===== src/rtl/seq_multiplier8_pkg.sv =====
// Shared definitions for the sequential 8x8 multiplier: FSM encoding and iteration count.
package seq_multiplier8_pkg;

    typedef enum logic [1:0] {
        StIdle = 2'd0,
        StRun  = 2'd1,
        StDone = 2'd2
    } mul_state_e;

    localparam int unsigned MulIter = 8;
    localparam int unsigned CountW  = $clog2(MulIter);

    // Value of the iteration counter on the final add/shift step.
    localparam logic [CountW-1:0] LastIter = CountW'(MulIter - 1);

endpackage


===== src/rtl/FullAdder8.sv =====
// 8-bit ripple-carry adder shared with the ALU datapath.
module FullAdder8 (
    input  logic [7:0] A,
    input  logic [7:0] B,
    input  logic       Cin,
    output logic [7:0] S,
    output logic       Cout
);

    logic [8:0] carry;

    // Ripple the carry bit by bit from Cin to Cout.
    always_comb begin
        carry[0] = Cin;
        S        = '0;
        for (int i = 0; i < 8; i++) begin
            S[i]       = A[i] ^ B[i] ^ carry[i];
            carry[i+1] = (A[i] & B[i]) | (carry[i] & (A[i] ^ B[i]));
        end
        Cout = carry[8];
    end

endmodule


===== src/rtl/seq_multiplier8.sv =====
// Multi-cycle 8x8 unsigned shift-and-add multiplier: one add/shift per clock, 8 clocks per product.
module seq_multiplier8
    import seq_multiplier8_pkg::*;
#(
    parameter int unsigned WIDTH = 8
) (
    input  logic                 CLK,
    input  logic                 nRST,
    input  logic                 START,
    input  logic [WIDTH-1:0]     A,
    input  logic [WIDTH-1:0]     B,
    output logic                 BUSY,
    output logic                 DONE,
    output logic [2*WIDTH-1:0]   P,
    output logic                 Z,
    output logic                 OVF
);

    // The datapath is built around the fixed 8-bit adder; any other width is a build error.
    if (WIDTH != 8) begin : g_width_check
        $error("seq_multiplier8: WIDTH must be 8 to match FullAdder8");
    end

    mul_state_e         state_q, state_d;
    logic [WIDTH-1:0]   m_q, m_d;
    logic [WIDTH-1:0]   acc_q, acc_d;
    logic [WIDTH-1:0]   q_q, q_d;
    logic [CountW-1:0]  count_q, count_d;
    logic [2*WIDTH-1:0] p_q, p_d;

    logic [WIDTH-1:0]   add_b;
    logic [WIDTH-1:0]   sum;
    logic               cout;
    logic [WIDTH-1:0]   acc_shift;
    logic [WIDTH-1:0]   q_shift;

    // Partial product: add M to ACC when the current multiplier LSB is set.
    assign add_b = q_q[0] ? m_q : '0;

    FullAdder8 add_stage (
        .A    (acc_q),
        .B    (add_b),
        .Cin  (1'b0),
        .S    (sum),
        .Cout (cout)
    );

    // {Cout, S, Q} shifted right by one; Cout lands in ACC[7] so nothing is lost.
    assign acc_shift = {cout, sum[WIDTH-1:1]};
    assign q_shift   = {sum[0], q_q[WIDTH-1:1]};

    // Next-state and datapath update; a START in the done cycle is accepted like in idle.
    always_comb begin
        state_d = state_q;
        m_d     = m_q;
        acc_d   = acc_q;
        q_d     = q_q;
        count_d = count_q;
        p_d     = p_q;
        unique case (state_q)
            StIdle, StDone: begin
                if (START) begin
                    m_d     = A;
                    q_d     = B;
                    acc_d   = '0;
                    count_d = '0;
                    state_d = StRun;
                end else begin
                    state_d = StIdle;
                end
            end
            StRun: begin
                acc_d   = acc_shift;
                q_d     = q_shift;
                count_d = count_q + 1'b1;
                if (count_q == LastIter) begin
                    p_d     = {acc_shift, q_shift};
                    state_d = StDone;
                end
            end
            default: state_d = StIdle;
        endcase
    end

    // State and datapath registers with asynchronous abort on reset.
    always_ff @(posedge CLK or negedge nRST) begin
        if (!nRST) begin
            state_q <= StIdle;
            m_q     <= '0;
            acc_q   <= '0;
            q_q     <= '0;
            count_q <= '0;
            p_q     <= '0;
        end else begin
            state_q <= state_d;
            m_q     <= m_d;
            acc_q   <= acc_d;
            q_q     <= q_d;
            count_q <= count_d;
            p_q     <= p_d;
        end
    end

    // Status outputs decode directly from state and the held product.
    always_comb begin
        BUSY = (state_q == StRun);
        DONE = (state_q == StDone);
        P    = p_q;
        Z    = (p_q == '0);
        OVF  = |p_q[2*WIDTH-1:WIDTH];
    end

endmodule


===== config.mk =====
export PLATFORM = sky130hd
export DESIGN_NAME = seq_multiplier8
export DESIGN_NICKNAME = d
export VERILOG_FILES = /design/src/rtl/seq_multiplier8_pkg.sv /design/src/rtl/FullAdder8.sv /design/src/rtl/seq_multiplier8.sv
export SDC_FILE = /design/constraint.sdc
export NUM_CORES = 1
export LEC_CHECK = 0
export BUFFER_PORTS_ARGS = -buffer_cell sky130_fd_sc_hd__clkbuf_2
export CORE_UTILIZATION = 40
export CTS_CLUSTER_DIAMETER = 60
export CTS_CLUSTER_SIZE = 10
export DETAILED_ROUTE_END_ITERATION = 10
export GPL_TIMING_DRIVEN = 0
export HOLD_SLACK_MARGIN = 0.02
export PLACE_DENSITY = 0.71
export SYNTH_ARGS = -nofsm -noshare
export SYNTH_HDL_FRONTEND = slang
export SYNTH_SLANG_ARGS = --single-unit

===== constraint.sdc =====
create_clock -name CLK -period 8.2 [get_ports CLK]
set_input_delay 1.64 -clock CLK [delete_from_list [all_inputs] [get_ports CLK]]
set_output_delay 1.64 -clock CLK [all_outputs]
set_load 0.05 [all_outputs]

==> reports/qor.yml <==
h-tree-depth: 2
status: "finished clean"
wirelength_um: 3990
fmax_mhz: 266
grt_pass1_wl_um: 6750
clk_latency_ns: 0.30
grt_pass1_vias: 1458
die_w_um: 74.6
crit_path_end_kind: "register"
first_pass_iters: 4
cts_resized: 0
post-route-min-period_ns: 3.76
diodes: 0
antenna_found_initial: 0
cts_tree: "built"
drt-initial-drc-count: 53
critPathKind: "reg2reg"
num_rows: 26
worstSetupStartpointType: "register"
grt_max_degree: 46
p_seq_frac: 0.347
pwr_density_cell_nw_per_um2: 469
path_clk_slew_ns: 0.08
critPathRequiredTime_ns: 8.38
numCtsBuffers: 5
die_area_um2: 5570
clockBufferDepth: 2
final_hold_viol_count: 0
pwr-share-comb: 0.505
setup_viol: 0
fin_setup_tns_ns: 0
syn_avg_cell_area_um2: 11.3
hold_start: "m_q[6]"
dp_cells: 295
synth_seq_area_share: 0.533
p_leak_uw: 0.00124
post_cts.repair.setup_buffers: 0
p_int_uw: 654
peakVddDrop_v: 0.000158
fin_crit_sh: 0.458
avgViaCountPerCell: 4.76
p_clk_frac: 0.148
pin_count: 39
grt_setup_unrepaired: "false"
grt-ovfl-total: 0
slew_viol_final: 0
post-route-drc-count: 0
coreArea_um2: 5110
switching_share: 0.444
hp-class: "reg2reg"
finClkSkew_ns: 0.00360
fin_cells: 303
dp_hpwl_um: 2900
grt_usage: 0.167
final_layout_size_suffix_gt1_frac: 0.288
syn_to_final_growth_pct: 18.7
switchingPower_uw: 522
final_cell_mix: "53 x nand2_1, 45 x dfrtp_1, 38 x clkbuf_2, 9 x inv_1, 9 x nor2_1"
io_buffers: 38
gp_congestion: 0.764
tightest_slew_ns: 1.10
r2r-start: "q_q[0]"
post_synth_inst_count: 187
yosysUniqueCellTypes: 25
initial_core_util: 0.413
final_common_cell: "nand2_1"
final_nets: 261
synth_area_um2: 2110
num_vias: 1442
relSlewSlack: 0.270
ant_nets: 0
clockRootBuffer: "clkbuf_8"
ys_warn_count: 0
cts_sinks: 45
cp_max_fo: 9
drv_cap: 0
cp_data_arrival_time_ns: 3.93
cts_hold_buf: 0
die_height_um: 74.6
wl_per_cell_um: 13.2
ys_ff_latch: 45
cp-startpoint: "q_q[0]"
syn_nets: 216
-- cell families after synthesis --
| logic type | count (synthesis) | share of synthesized area |
|---|---|---|
| fa+ha+maj | 10 | 0.0842 |
| compound gates | 26 | 0.0842 |
| flops | 45 | 0.533 |
| mux | 10 | 0.0658 |
| simple gates | 76 | 0.165 |
| buf+inv | 20 | 0.0670 |
-- worst max-delay path, stage by stage, from the launching register on --
cell	delay, ns
dfrtp_1	0.32
clkbuf_1	0.30
and2_1	0.22
ha_1	0.15
inv_1	0.05
fa_1	0.38
fa_1	0.39
fa_1	0.39
fa_1	0.36
inv_1	0.07
fa_1	0.19
fa_1	0.17
inv_1	0.05
fa_1	0.51
o21ai_0	0.09
-- power by group through the flow --
stage / logic, µW / registers [µW] / clock network, µW
CTS: 602 / 409 / 178
floorplan: 331 / 527 / 0
global route: 650 / 422 / 188
global placement: 581 / 408 / 0
finish: 594 / 407 / 174
detailed placement: 598 / 412 / 0
-- cell usage after synthesis --
cell | count | area, µm²
inv_6 | 1 | 8.76
ha_1 | 3 | 37.5
nor2_1 | 9 | 33.8
and2b_2 | 1 | 8.76
inv_1 | 9 | 33.8
buf_6 | 5 | 56.3
o2bb2ai_1 | 6 | 52.6
nand3b_4 | 1 | 20.0
a22o_1 | 4 | 35.0
a31oi_1 | 8 | 50.1
nor4_1 | 4 | 25.0
nor2_8 | 1 | 20.0
o21ai_0 | 8 | 40.0
fa_1 | 7 | 140
nand2b_1 | 2 | 12.5
dfrtp_1 | 45 | 1130
nand3_1 | 1 | 5.00
nor2b_1 | 1 | 6.26
and2_1 | 3 | 18.8
mux2_4 | 7 | 105
buf_12 | 1 | 20.0
nand2_1 | 53 | 199
buf_4 | 2 | 15.0
mux2_2 | 3 | 33.8
clkbuf_1 | 2 | 7.51
-- per-stage QoR --
stage	instance area [µm²]	hold slack, ns	utilization	total power, µW	setup WS, ns
2_1_floorplan	2110	0.437	-	858	4.56
3_3_place_gp	2390	0.456	0.468	989	4.51
3_5_place_dp	2390	0.460	0.468	1010	4.47
4_1_cts	2500	0.481	0.490	1190	4.42
5_1_grt	2500	0.512	0.490	1260	4.24
6_report	2500	0.473	0.490	1180	4.44
-- layer usage --
| metal | vias to the layer above | global-route usage | wire [µm] |
|---|---|---|---|
| met5 | - | 0 | 0 |
| met4 | 0 | 0.0566 | 55 |
| li1 | 706 | - | - |
| met2 | 36 | 0.266 | 1780 |
| met3 | 5 | 0.0442 | 173 |
| met1 | 695 | 0.223 | 1990 |
-- final cells by class --
class	instances	area [µm²]
Inverter	10	42.5
Clock inverter	1	30.0
Fill cell	488	2600
Sequential cell	45	1130
Multi-Input combinational cell	122	843
Tap cell	70	87.6
Buffer	10	98.8
Timing Repair Buffer	38	190
Clock buffer	7	86.3
-- registers in the layout, summed over array words and instances (netlist names) --
signal,cells
P,16
acc_q,8
m_q,8
q_q,8
count_q,3
state_q,2
-- path summary, 6_finish.rpt --
path,cells after the start,slack (ns),end
max reg2reg,14,4.44,P[14]
max in group asynchronous,1,6.00,P[0]
min reg2reg,2,0.47,m_q[6]
min,2,0.47,m_q[6]
max,14,4.44,P[14]
min in group asynchronous,1,1.53,P[5]
No activity file was read; power rests on OpenSTA's default activity.
